$ cat config.mk
export PLATFORM = sky130hd
export DESIGN_NAME = mem_stage
export DESIGN_NICKNAME = d
export VERILOG_FILES = /design/src/rtl/mem_stage_pkg.sv /design/src/rtl/mem_lane_align.sv /design/src/rtl/mem_stage.sv
export SDC_FILE = /design/constraint.sdc
export NUM_CORES = 1
export LEC_CHECK = 0
export BUFFER_PORTS_ARGS = -buffer_cell sky130_fd_sc_hd__buf_4
export CAP_MARGIN = 20
export CORE_UTILIZATION = 50
export DETAILED_ROUTE_END_ITERATION = 8
export GPL_TIMING_DRIVEN = 0
export PLACE_DENSITY_LB_ADDON = 0.08
export SLEW_MARGIN = 20
export SYNTH_ARGS = -nofsm -noshare
export SYNTH_HDL_FRONTEND = slang
export SYNTH_SLANG_ARGS = --single-unit
$ cat constraint.sdc
create_clock -name clk -period 4.7 [get_ports clk]
set_input_delay 0.94 -clock clk [delete_from_list [all_inputs] [get_ports clk]]
set_output_delay 0.94 -clock clk [all_outputs]
set_load 0.05 [all_outputs]
$ cat src/rtl/mem_stage_pkg.sv
// Shared types for the memory stage: memory-op encoding, access size, FSM state
// and small op-classification helpers.
package mem_stage_pkg;

    localparam int unsigned WORD_W = 32;
    localparam int unsigned REG_W  = 5;
    localparam int unsigned STRB_W = 4;

    typedef logic [WORD_W-1:0] word_t;

    typedef enum logic [3:0] {
        MOP_NONE = 4'd0,
        MOP_LB   = 4'd1,
        MOP_LBU  = 4'd2,
        MOP_LH   = 4'd3,
        MOP_LHU  = 4'd4,
        MOP_LW   = 4'd5,
        MOP_SB   = 4'd6,
        MOP_SH   = 4'd7,
        MOP_SW   = 4'd8
    } memop_t;

    typedef enum logic [1:0] {
        MSIZE_BYTE = 2'd0,
        MSIZE_HALF = 2'd1,
        MSIZE_WORD = 2'd2
    } msize_t;

    typedef enum logic [1:0] {
        ST_IDLE = 2'd0,
        ST_REQ  = 2'd1,
        ST_WAIT = 2'd2,
        ST_DONE = 2'd3
    } state_t;

    function automatic logic mem_is_load(input memop_t op);
        return (op == MOP_LB) || (op == MOP_LBU) || (op == MOP_LH) ||
               (op == MOP_LHU) || (op == MOP_LW);
    endfunction

    function automatic logic mem_is_store(input memop_t op);
        return (op == MOP_SB) || (op == MOP_SH) || (op == MOP_SW);
    endfunction

    function automatic msize_t mem_size(input memop_t op);
        case (op)
            MOP_LH, MOP_LHU, MOP_SH: return MSIZE_HALF;
            MOP_LW, MOP_SW:          return MSIZE_WORD;
            default:                 return MSIZE_BYTE;
        endcase
    endfunction

endpackage

$ cat src/rtl/mem_lane_align.sv
// Byte-lane steering: store strobe/data placement and load extract/extend,
// driven by the op and the low two address bits.
module mem_lane_align
    import mem_stage_pkg::*;
(
    input  memop_t              op,
    input  logic [1:0]          addr_lo,
    input  logic [WORD_W-1:0]   wdata,
    input  logic [WORD_W-1:0]   rdata,
    output logic [STRB_W-1:0]   strobe_c,
    output logic [WORD_W-1:0]   sdata_c,
    output logic [WORD_W-1:0]   ldata_c
);

    logic [7:0]  rbyte;
    logic [15:0] rhalf;

    always_comb begin
        strobe_c = '0;
        sdata_c  = '0;
        ldata_c  = '0;
        rbyte    = 8'(rdata >> {addr_lo, 3'b000});
        rhalf    = 16'(rdata >> {addr_lo[1], 4'b0000});
        case (op)
            MOP_SB: begin
                strobe_c = 4'b0001 << addr_lo;
                sdata_c  = {4{wdata[7:0]}};
            end
            MOP_SH: begin
                strobe_c = 4'b0011 << {addr_lo[1], 1'b0};
                sdata_c  = {2{wdata[15:0]}};
            end
            MOP_SW: begin
                strobe_c = 4'hF;
                sdata_c  = wdata;
            end
            MOP_LB:  ldata_c = {{24{rbyte[7]}}, rbyte};
            MOP_LBU: ldata_c = {24'h0, rbyte};
            MOP_LH:  ldata_c = {{16{rhalf[15]}}, rhalf};
            MOP_LHU: ldata_c = {16'h0, rhalf};
            MOP_LW:  ldata_c = rdata;
            default: ;
        endcase
    end

endmodule

$ cat src/rtl/mem_stage.sv
// Memory stage: turns EX results into split-phase bus accesses (or passes them
// through) and hands a registered result to writeback over valid/ready.
module mem_stage
    import mem_stage_pkg::*;
#(
    parameter bit ALIGN_CHECK = 1'b1
) (
    input  logic                clk,
    input  logic                reset,
    input  logic                in_valid,
    output logic                in_ready,
    input  logic [WORD_W-1:0]   in_aluout,
    input  memop_t              in_op,
    input  logic [WORD_W-1:0]   in_wdata,
    input  logic [REG_W-1:0]    in_dst,
    input  logic                in_regwrite,
    output logic                dreq_valid,
    output logic [WORD_W-1:0]   dreq_addr,
    output logic [1:0]          dreq_size,
    output logic [STRB_W-1:0]   dreq_strobe,
    output logic [WORD_W-1:0]   dreq_data,
    input  logic                dresp_addr_ok,
    input  logic                dresp_data_ok,
    input  logic [WORD_W-1:0]   dresp_data,
    output logic                out_valid,
    input  logic                out_ready,
    output logic [WORD_W-1:0]   out_result,
    output logic [REG_W-1:0]    out_dst,
    output logic                out_regwrite,
    output logic                out_exc
);

    state_t              state_q, state_d;
    memop_t              op_q, op_d;
    logic [REG_W-1:0]    dst_q, dst_d;
    logic                regwrite_q, regwrite_d;
    logic                dreq_valid_q, dreq_valid_d;
    logic [WORD_W-1:0]   dreq_addr_q, dreq_addr_d;
    msize_t              dreq_size_q, dreq_size_d;
    logic [STRB_W-1:0]   dreq_strobe_q, dreq_strobe_d;
    logic [WORD_W-1:0]   dreq_data_q, dreq_data_d;
    logic                out_valid_q, out_valid_d;
    logic [WORD_W-1:0]   out_result_q, out_result_d;
    logic [REG_W-1:0]    out_dst_q, out_dst_d;
    logic                out_regwrite_q, out_regwrite_d;
    logic                out_exc_q, out_exc_d;

    logic                xfer_c, busy_c, capture_c, misalign_c;
    msize_t              size_in_c;
    state_t              accept_state_c;
    memop_t              lane_op_c;
    logic [1:0]          lane_addr_c;
    logic [STRB_W-1:0]   strobe_c;
    logic [WORD_W-1:0]   sdata_c, ldata_c;

    assign in_ready  = (state_q == ST_IDLE) || ((state_q == ST_DONE) && out_ready);
    assign xfer_c    = in_valid && in_ready;
    assign busy_c    = (state_q == ST_REQ) || (state_q == ST_WAIT);
    // data_ok without addr_ok in REQ is a protocol violation and is ignored
    assign capture_c = ((state_q == ST_REQ) && dresp_addr_ok && dresp_data_ok) ||
                       ((state_q == ST_WAIT) && dresp_data_ok);

    assign size_in_c  = mem_size(in_op);
    assign misalign_c = ALIGN_CHECK && (in_op != MOP_NONE) &&
                        (((size_in_c == MSIZE_HALF) && in_aluout[0]) ||
                         ((size_in_c == MSIZE_WORD) && (in_aluout[1:0] != 2'b00)));
    assign accept_state_c = ((in_op == MOP_NONE) || misalign_c) ? ST_DONE : ST_REQ;

    // Store placement uses the incoming op; load extraction uses the latched one.
    assign lane_op_c   = busy_c ? op_q : in_op;
    assign lane_addr_c = busy_c ? dreq_addr_q[1:0] : in_aluout[1:0];

    mem_lane_align u_lane (
        .op       (lane_op_c),
        .addr_lo  (lane_addr_c),
        .wdata    (in_wdata),
        .rdata    (dresp_data),
        .strobe_c (strobe_c),
        .sdata_c  (sdata_c),
        .ldata_c  (ldata_c)
    );

    always_ff @(posedge clk) begin
        if (reset) begin
            state_q        <= ST_IDLE;
            op_q           <= MOP_NONE;
            dst_q          <= '0;
            regwrite_q     <= 1'b0;
            dreq_valid_q   <= 1'b0;
            dreq_addr_q    <= '0;
            dreq_size_q    <= MSIZE_BYTE;
            dreq_strobe_q  <= '0;
            dreq_data_q    <= '0;
            out_valid_q    <= 1'b0;
            out_result_q   <= '0;
            out_dst_q      <= '0;
            out_regwrite_q <= 1'b0;
            out_exc_q      <= 1'b0;
        end else begin
            state_q        <= state_d;
            op_q           <= op_d;
            dst_q          <= dst_d;
            regwrite_q     <= regwrite_d;
            dreq_valid_q   <= dreq_valid_d;
            dreq_addr_q    <= dreq_addr_d;
            dreq_size_q    <= dreq_size_d;
            dreq_strobe_q  <= dreq_strobe_d;
            dreq_data_q    <= dreq_data_d;
            out_valid_q    <= out_valid_d;
            out_result_q   <= out_result_d;
            out_dst_q      <= out_dst_d;
            out_regwrite_q <= out_regwrite_d;
            out_exc_q      <= out_exc_d;
        end
    end

    always_comb begin
        state_d = state_q;
        case (state_q)
            ST_IDLE: if (xfer_c) state_d = accept_state_c;
            ST_REQ:  if (dresp_addr_ok) state_d = dresp_data_ok ? ST_DONE : ST_WAIT;
            ST_WAIT: if (dresp_data_ok) state_d = ST_DONE;
            ST_DONE: if (out_ready) state_d = xfer_c ? accept_state_c : ST_IDLE;
            default: state_d = ST_IDLE;
        endcase
    end

    always_comb begin
        op_d           = op_q;
        dst_d          = dst_q;
        regwrite_d     = regwrite_q;
        dreq_addr_d    = dreq_addr_q;
        dreq_size_d    = dreq_size_q;
        dreq_strobe_d  = dreq_strobe_q;
        dreq_data_d    = dreq_data_q;
        out_result_d   = out_result_q;
        out_dst_d      = out_dst_q;
        out_regwrite_d = out_regwrite_q;
        out_exc_d      = out_exc_q;
        dreq_valid_d   = (state_d == ST_REQ);
        out_valid_d    = (state_d == ST_DONE);

        if (xfer_c) begin
            if (in_op == MOP_NONE) begin
                out_result_d   = in_aluout;
                out_dst_d      = in_dst;
                out_regwrite_d = in_regwrite;
                out_exc_d      = 1'b0;
            end else if (misalign_c) begin
                out_result_d   = in_aluout;
                out_dst_d      = in_dst;
                out_regwrite_d = 1'b0;
                out_exc_d      = 1'b1;
            end else begin
                op_d          = in_op;
                dst_d         = in_dst;
                regwrite_d    = in_regwrite && !mem_is_store(in_op);
                dreq_addr_d   = in_aluout;
                dreq_size_d   = size_in_c;
                dreq_strobe_d = strobe_c;
                dreq_data_d   = sdata_c;
            end
        end else if (capture_c) begin
            out_result_d   = mem_is_load(op_q) ? ldata_c : '0;
            out_dst_d      = dst_q;
            out_regwrite_d = regwrite_q;
            out_exc_d      = 1'b0;
        end
    end

    assign dreq_valid   = dreq_valid_q;
    assign dreq_addr    = dreq_addr_q;
    assign dreq_size    = dreq_size_q;
    assign dreq_strobe  = dreq_strobe_q;
    assign dreq_data    = dreq_data_q;
    assign out_valid    = out_valid_q;
    assign out_result   = out_result_q;
    assign out_dst      = out_dst_q;
    assign out_regwrite = out_regwrite_q;
    assign out_exc      = out_exc_q;

endmodule

# Yosys cells after proc, flatten, opt, wreduce, memory -nomap -nowiden
# Cells that the tools add are included.
# word_totals
inputBits,112
register_bits,123
output_inout_bits,112
word_cells,108
# op_classes
bitwise_logic,2
n_mux,31
n_reduce_logical,30
eq_ne,27
shift,4
# op_table
cell,count
$mux W32,5
$pmux W32 S5,1
$pmux W32 S3,1
$eq A4 B3 Y1 const B,10
$shr A32 B5 Y16,1
$shr A32 B5 Y8,1
$eq A4 B2 Y1 const B,5
$mux W5,4
$mux W2,7
$pmux W4 S3,1
$logic_or A1 B1 Y1,11
$logic_and A1 B1 Y1,9
$mux W1,9
$eq A2 B2 Y1 const B,4
$eq A4 B1 Y1 const B,2
$eq A4 B4 Y1 const B,2
$pmux W2 S4,1
$eq A2 B1 Y1 const B,3
$logic_not A4 Y1,1
$mux W4,1
$pmux W2 S2,1
$reduce_bool A2 Y1,2
$reduce_bool A4 Y1,1
$shl A1 B2 Y4 const A,1
9 further kinds,10

# Depth between registers and ports, before layout
# Gate-level depths: netlist of run 1.
# depth
word_depth,13
mapped_depth,12

# Cells and area by module
# A second synthesis of run 1 with hierarchy kept.
# unflattened
cells_unflattened,747
area_unflattened_um2,6097.1
# modules_own_cells
module,cells_per_inst,area_each_um2,n_inst
mem_stage,596,4948.5,1
mem_lane_align,151,1148.6,1

# Least setup slack after synthesis of run 1
# Ideal clock, no wire load.
# synth_path
path_kind,input port to output port
from,input out_ready
to,output in_ready
path_buffers,1
arrival_time_ps,1621
cell_stages,3
setup_slack_ps,2139
cell_sequence,a21oi_2 > inv_2 > clkbuf_1
# synth_between
elab_chain_len,2
# synth_rtl
element,line,source
"start, declared",mem_stage.sv:26,"input logic out_ready,"
$logic_and A1 B1 Y1,mem_stage.sv:56,assign in_ready = (state_q == ST_IDLE) || ((state_q == ST_DONE) && out_ready);
$logic_or A1 B1 Y1,mem_stage.sv:56,
"end, declared",mem_stage.sv:11,"output logic in_ready,"
# Every way passes these cells.

# Worst setup path after layout of run 1
# layout_path
from,register state_q[1]
to,register out_result_q[2] (netlist: out_result[2])
# layout_between
elab_chain_len,8
word_cells_on_any_way,28
# layout_rtl
element,line,source
"start, declared",mem_stage.sv:33,"state_t state_q, state_d;"
"start signal, assigned",mem_stage.sv:100,state_q <= state_d;
$eq A2 B1 Y1 / $eq A2 B2 Y1 (equally long branches),"mem_stage.sv:58, mem_stage.sv:60, mem_stage.sv:61",
$logic_or A1 B1 Y1,mem_stage.sv:58,assign busy_c = (state_q == ST_REQ) || (state_q == ST_WAIT);
$mux W2 / $mux W4 (equally long branches),"mem_stage.sv:71, mem_stage.sv:70",
$shr A32 B5 Y16 (tied with other cells),mem_lane_align.sv:23,"rhalf = 16'(rdata >> {addr_lo[1], 4'b0000});"
$pmux W32 S5,mem_lane_align.sv:24,case (op)
$mux W32,mem_stage.sv:164,out_result_d = mem_is_load(op_q) ? ldata_c : '0;
$mux W32,mem_stage.sv:163,end else if (capture_c) begin
$mux W32,mem_stage.sv:143,if (xfer_c) begin
"end signal, assigned",mem_stage.sv:110,out_result_q <= out_result_d;
"end, declared",mem_stage.sv:43,"logic [WORD_W-1:0] out_result_q, out_result_d;"
# Several ways; a longest one is shown, not always the timed one. The select of a mux whose other input is x is not followed.
# A chain may end at the register's enable or synchronous reset.

==> impl_metrics.csv, run 1 <==
group,metric,value,unit
run_status,outcome,"finished, final reports clean",
timing,setup_viol,0,
synth,synth-adder-area-share,0.819,%
routing,dr.pass1.iters,6,
timing,fmax,0.299,GHz
synth,synth_top_family_by_area,"compound AO/OA/AOI/OAI gates",
placed_design,portBuffers,221,
finish,insertedDiodeCount,0,
synth,yosys.area_share.simple,20.2,%
critical_path,path_max_fanout,10,
timing,grt_setup_unrepaired,"false",
routing,dr.first_iter.drc_count,667,
synth,synth_edf_count,0,
synth,synth_top_area_share,40.3,%
critical_path,crit_start,"state_q[1]",
finish,drive_gt1_share,34.2,%
global_routing,grt_pass1_vias,6383,
synth,yosysWarnings,0,
global_routing,grt_first_pass_wirelength,32900,um
floorplan,start_util,51.1,%
timing,clock_skew,0.00437,ns
timing,timing_max_transition_violations_final,0,
finish,fillers,974,
critical_path,rr_worst_depth,9,
finish,fin_nets,1064,
synth,synth.area.mux_share,7.12,%
synth,synth_compound_gate_area_share,25.2,%
clock_network,clock_sinks,123,
floorplan,die_h,113,um
critical_path,r2r_setup_slack,1.35,ns
pwr,p_seq_share,24.5,%
routing,wl_per_cell,19.2,um
critical_path,cp-start-kind,"flop",
pwr,power.net_switching,0.00251,W
run,max_cap_viol_count,0,
clock_network,root_buffer,"clkbuf_16",
synth,yosysSeqAreaShare,40.3,%
synth,synth_top_flop_cell,"dfxtp_1",
synth,postSynthNetCount,824,
floorplan,die_area,12700,um2
clock_network,clock_latency,0.41,ns
timing,worst_pin_slew,0.759,ns
critical_path,critPathCaptureType,"flop",
placed_design,hpwl,16300,um
floorplan,coreArea,12000,um2
timing,relSlewSlack,49.4,%
placed_design,place_congestion,0.919,
pwr,power.leakage,3.67,nW
routing,ant_nets,0,
pwr,combPwrFrac,51.7,%
clock_network,cts_setup_buffers,0,
clock_network,cts_hold_buf,0,
synth,synthArstFlopShare,0,%
clock_network,cts_tree,"yes",
floorplan,pin_count,224,
clock_network,htreeDepth,4,
clock_network,clk_path_buf_depth,2,
global_routing,antenna_found_initial,0,
critical_path,path_class,"flop to flop",
synth,synth_area_leaders,"dfxtp_1, nand2_1, mux2i_1",
critical_path,cpMostUsedCell,"buf_6",
synth,syn_inst,708,
critical_path,crit_end,"out_result[2]",
clock_network,cts_buffers,17,
placed_design,placed_area,7960,um2
floorplan,die_x,113,um
synth,synth.distinct_cells,67,
critical_path,slowest_stage,"a222oi_1",
clock_network,ctsResizeCount,0,
routing,viasPerCell,6.01,
pwr,powerDensity,662,nW/um2
finish,area_growth,40.0,%
pwr,p_clk_share,23.8,%
routing,vias,6643,
pwr,ir_worst_vdd,0.000318,V
floorplan,row_count,40,
pwr,p_int,0.00315,W
critical_path,crit_chain,"inv_1, ha_1, buf_6, buf_6, mux2i_1, clkbuf_1, mux4_2, a222oi_1, o22ai_1",
min_path,hp-class,"flop to flop",
routing,drc,0,
finish,postLayoutCellArea,8560,um2
global_routing,grtUsageTotal,33.7,%
timing,setup_tns,0,ns
global_routing,gr-total-overflow,0,
global_routing,grt_max_degree,17,
synth,syn_area,6110,um2
critical_path,reg2reg_from,"state_q[1]",
timing,finalHoldViolations,0,
synth,synth_xor_area_share,0.287,%
timing,min_period,3.35,ns
synth,synth_top_cell_by_area,"dfxtp_1",
routing,postRouteWirelength,21200,um
synth,ys_seq_elements,123,
critical_path,worst_r2r_endpoint,"out_result[2]",
critical_path,required,4.97,ns
synth,postSynthAreaPerCell,8.63,um2
pwr,switching_share,44.3,%
timing,period_share,71.2,%
critical_path,arrival,3.62,ns
critical_path,crit_path_max_incr_delay,0.49,ns
pwr,p_total,0.00566,W
clock_network,clkTransAtPathRegs,0.06,ns
per-stage QoR:
stage	setup slack, ns	utilization (%)	cells	hold WS (ns)
after detailed placement	1.40	66.5	1076	0.447
after global routing	1.12	71.5	1106	0.469
after floorplan	2.14	-	708	0.432
final	1.35	71.5	1106	0.452
after global placement	1.50	66.5	1076	0.440
after CTS	1.40	71.5	1106	0.454
cells in the final DEF, fill, tap and decap left out, drive strengths merged, types with 2 or more instances in the layout:
master    n
a211o     2
a211oi   17
a21oi    54
a221oi   21
a222oi    7
a22o     17
a22oi    19
a311oi   11
a31oi     6
and2      5
and3     12
buf     258
bufinv    3
clkbuf   47
clkinv    4
dfxtp   123
ha        4
inv       6
mux2      2
mux2i    28
mux4      5
nand2   147
nand2b    4
nand3     3
nand3b    5
nand4     2
nand4b    2
nor2     59
nor2b     3
nor3     23
nor3b     2
o211ai    2
o21ai    18
o22a      4
o22ai    14
or3       4
or3b      2
synthesized netlist by cell type (5+ instances only):
library cell / instances
nand2_1: 147
dfxtp_1: 123
nor2_1: 59
a21oi_1: 51
mux2i_1: 26
buf_2: 25
clkbuf_1: 23
nor3_1: 22
a221oi_1: 21
a22o_1: 17
o21ai_0: 16
and3_1: 12
o22ai_1: 12
a211oi_2: 11
a311oi_1: 11
a22oi_2: 10
a22oi_1: 9
a222oi_1: 7
buf_6: 7
a211oi_1: 6
a31oi_1: 5
and2_1: 5
inv_1: 5
mux4_2: 5
nand3b_1: 5
layer usage:
layer,wire (um),track usage (%)
met5,0,0
met4,867,17.7
met3,1840,7.51
met2,10400,58.1
met1,8160,39.0
how the worst min path moves through the flow:
stage,start,to,depth (start not counted)
after floorplan,regwrite_q,regwrite_q,2
after global placement,regwrite_q,regwrite_q,2
after detailed placement,dreq_addr[31],dreq_addr[31],2
after CTS,dreq_addr[31],dreq_addr[31],2
after global routing,dreq_addr[31],dreq_addr[31],2
final,dreq_size[0],dreq_size[0],2
power by group through the flow:
stage	combinational, W	sequential (W)	clock (W)
6_report	0.00293	0.00139	0.00134
4_1_cts	0.00291	0.00139	0.00135
3_5_place_dp	0.00290	0.00140	0
5_1_grt	0.00310	0.00141	0.00140
2_1_floorplan	0.00145	0.00203	0
3_3_place_gp	0.00284	0.00139	0
flip-flops by register name (all words and copies together), names as in the netlist, 2 cells and up:
signal,cells
dreq_strobe,4
out_result,32
dreq_addr,32
out_dst,5
dreq_size,2
state_q,2
dreq_data,32
op_q,4
dst_q,5
cell families (layout without fill, tap and decap cells):
logic type / count (synthesis) / count (layout)
AND/OR/NAND/NOR: 277 / 277
buffers and inverters: 67 / 318
multiplexers: 35 / 35
AO/OA/AOI/OAI: 200 / 200
XOR/XNOR: 2 / 2
flip-flops: 123 / 123
adder cells (fa/ha/maj): 4 / 4
layout make-up:
cell class / instances / area [um2] / share of cell area [%]
buffer: 61 / 344 / 4.02
clock inverter: 7 / 114 / 1.33
timing repair buffer: 221 / 1660 / 19.4
clock buffer: 23 / 488 / 5.70
tap: 147 / 184 / 2.15
sequential: 123 / 2460 / 28.8
inverter: 6 / 22.5 / 0.263
multi-input combinational: 518 / 3280 / 38.4
critical path, delay by kind of cell, from the launching register on:
kind / cells / cell delay (ns)
adder cells (fa/ha/maj): 1 / 0.38
buffers and inverters: 4 / 0.91
AO/OA/AOI/OAI: 2 / 0.65
multiplexers: 2 / 0.87
flip-flops: 1 / 0.41
Power figures use the tool's default switching activity.
==> run 2, diff against run 1 <==
--- a/config.mk
+++ b/config.mk
@@ -7,7 +7,7 @@
 export LEC_CHECK = 0
 export BUFFER_PORTS_ARGS = -buffer_cell sky130_fd_sc_hd__buf_4
 export CAP_MARGIN = 20
-export CORE_UTILIZATION = 50
+export CORE_UTILIZATION = 45
 export DETAILED_ROUTE_END_ITERATION = 8
 export GPL_TIMING_DRIVEN = 0
 export PLACE_DENSITY_LB_ADDON = 0.08
==> constraint.sdc (replaced) <==
create_clock -name clk -period 3 [get_ports clk]
set_input_delay 0.6 -clock clk [delete_from_list [all_inputs] [get_ports clk]]
set_output_delay 0.6 -clock clk [all_outputs]
set_load 0.05 [all_outputs]
==> run 2 against run 1 <==
Effect of this change: clock skew increased by 0.0024 ns; first-iteration DRC count fell by 9.7%; utilization down 6.3 points; power up 57%; count of clock-buffer cells in the layout down 1; routed wire length up 2.3%.
==> impl_metrics.csv, run 2 (synthesis results as in run 1) <==
group,metric,value,unit
clock_network,cts_hold_buf,0,
critical_path,rr_worst_depth,9,
clock_network,htreeDepth,4,
global_routing,antenna_found_initial,0,
finish,fin_nets,1066,
global_routing,grt_max_degree,17,
pwr,combPwrFrac,52.5,%
clock_network,clk_path_buf_depth,2,
pwr,powerDensity,1030,nW/um2
run_status,outcome,"finished, final reports clean",
critical_path,crit_path_max_incr_delay,0.44,ns
min_path,hold_depth,2,
global_routing,grtUsageTotal,30.7,%
clock_network,cts_buffers,17,
critical_path,worst_r2r_endpoint,"out_result[2]",
routing,dr.pass1.iters,9,
floorplan,die_x,119,um
pwr,p_int,0.00493,W
floorplan,coreArea,13200,um2
finish,insertedDiodeCount,0,
clock_network,cts_tree,"yes",
routing,viasPerCell,5.79,
critical_path,slowest_stage,"a222oi_1",
critical_path,required,3.28,ns
routing,dr.first_iter.drc_count,602,
min_path,hp-class,"input pin to flop",
clock_network,root_buffer,"clkbuf_16",
pwr,power.leakage,3.67,nW
min_path,holdPathEnd,"dreq_data[0]",
timing,clock_skew,0.00673,ns
timing,fmax,0.347,GHz
pwr,p_clk_share,23.1,%
timing,fin_ws,0.116,ns
finish,drive_gt1_share,34.9,%
finish,fillers,1153,
critical_path,path_class,"flop to flop",
placed_design,hpwl,16700,um
floorplan,die_area,14100,um2
critical_path,path_max_fanout,10,
routing,ant_nets,0,
floorplan,start_util,46.2,%
routing,vias,6594,
timing,setup_tns,0,ns
pwr,ir_worst_vdd,0.000624,V
timing,timing_max_transition_violations_final,0,
timing,worst_pin_slew,0.750,ns
critical_path,timing.critical_path.buf_inv,4,
pwr,power.net_switching,0.00398,W
timing,setup_viol,0,
floorplan,die_h,119,um
critical_path,cp-start-kind,"flop",
finish,area_growth,41.3,%
run,max_cap_viol_count,0,
critical_path,crit_family,"buffers and inverters",
timing,finalHoldViolations,0,
critical_path,crit_chain,"inv_1, ha_1, buf_6, buf_6, mux2i_4, clkbuf_4, mux4_2, a222oi_1, o22ai_1",
placed_design,portBuffers,221,
min_path,hold_start,"in_wdata[0]",
global_routing,gr-total-overflow,0,
routing,drc,0,
critical_path,cpMostUsedCell,"buf_6",
critical_path,critPathCaptureType,"flop",
timing,period_share,96.1,%
clock_network,clkTransAtPathRegs,0.06,ns
finish,final_util,65.2,%
timing,hold_ws,0.428,ns
placed_design,dp_slack,-0.188,ns
critical_path,reg2reg_from,"state_q[1]",
clock_network,clock_sinks,123,
placed_design,place_congestion,0.905,
pwr,p_seq_share,24.4,%
pwr,switching_share,44.7,%
clock_network,clock_latency,0.42,ns
timing,relSlewSlack,50.0,%
critical_path,r2r_setup_slack,0.12,ns
finish,final_common_cell,"buf_4",
finish,mostFrequentLayoutCells,"buf_4, nand2_1, dfxtp_1, nor2_1, a21oi_1",
routing,wl_per_cell,19.1,um
floorplan,row_count,42,
global_routing,grt_first_pass_wirelength,33000,um
critical_path,arrival,3.16,ns
timing,min_period,2.88,ns
global_routing,grt_pass1_vias,6380,
routing,postRouteWirelength,21700,um
floorplan,pin_count,224,
[run 2: changes by cell type in the layout (fill, tap and decap cells not counted), sizes merged]
cell,delta
buf,+2
clkinv,+1
bufinv,-1
clkinvlp,+3
clkbuf,-1
[run 2: area by class of cell]
class	instances	area [um2]	area share, %
Buffer	61	348	4.03
Clock buffer	22	484	5.61
Clock inverter	10	115	1.33
Inverter	6	22.5	0.261
Multi-Input combinational cell	518	3300	38.2
Sequential cell	123	2460	28.5
Tap cell	176	220	2.55
Timing Repair Buffer	223	1690	19.5
[run 2: what timing repair did]
action | CTS | global route
setup buffers | 0 | 2
hold endpoints to repair | 0 | 0
gates resized for setup | 2 | 4
pin swaps | 0 | 0
setup endpoints to repair | 2 | 6
[run 2: power by group through the flow]
stage	clock [W]	sequential, W	combinational [W]
floorplan	0	0.00318	0.00227
finish	0.00206	0.00217	0.00467
global placement	0	0.00218	0.00446
global route	0.00215	0.00221	0.00495
CTS	0.00208	0.00217	0.00457
detailed placement	0	0.00220	0.00454
[run 2: layer usage]
layer | global-route usage, % | part of all wire (%) | vias up
met1 | 34.6 | 39 | 3138
met3 | 8.20 | 7.8 | 65
met5 | 0 | 0 | -
li1 | - | - | 3068
met2 | 52.6 | 49 | 323
met4 | 16.7 | 4.3 | 0
[run 2: through the flow]
step | std cells | area, um2 | power, W
global placement | 1105 | 7990 | 0.00664
finish | 1139 | 8640 | 0.00891
global route | 1139 | 8640 | 0.00931
detailed placement | 1105 | 7990 | 0.00674
CTS | 1137 | 8600 | 0.00882
floorplan | 708 | 6110 | 0.00544
[run 2: how the worst max path moves through the flow]
stage	depth (start not counted)	from	slack (ns)	end
finish	9	state_q[1]	0.12	out_result[2]
global route	9	state_q[1]	-0.0005	out_result[2]
CTS	9	state_q[1]	0.03	out_result[2]
global placement	9	state_q[1]	-0.18	out_result[2]
floorplan	9	state_q[1]	0.45	out_result[2]
detailed placement	9	state_q[1]	-0.19	out_result[2]
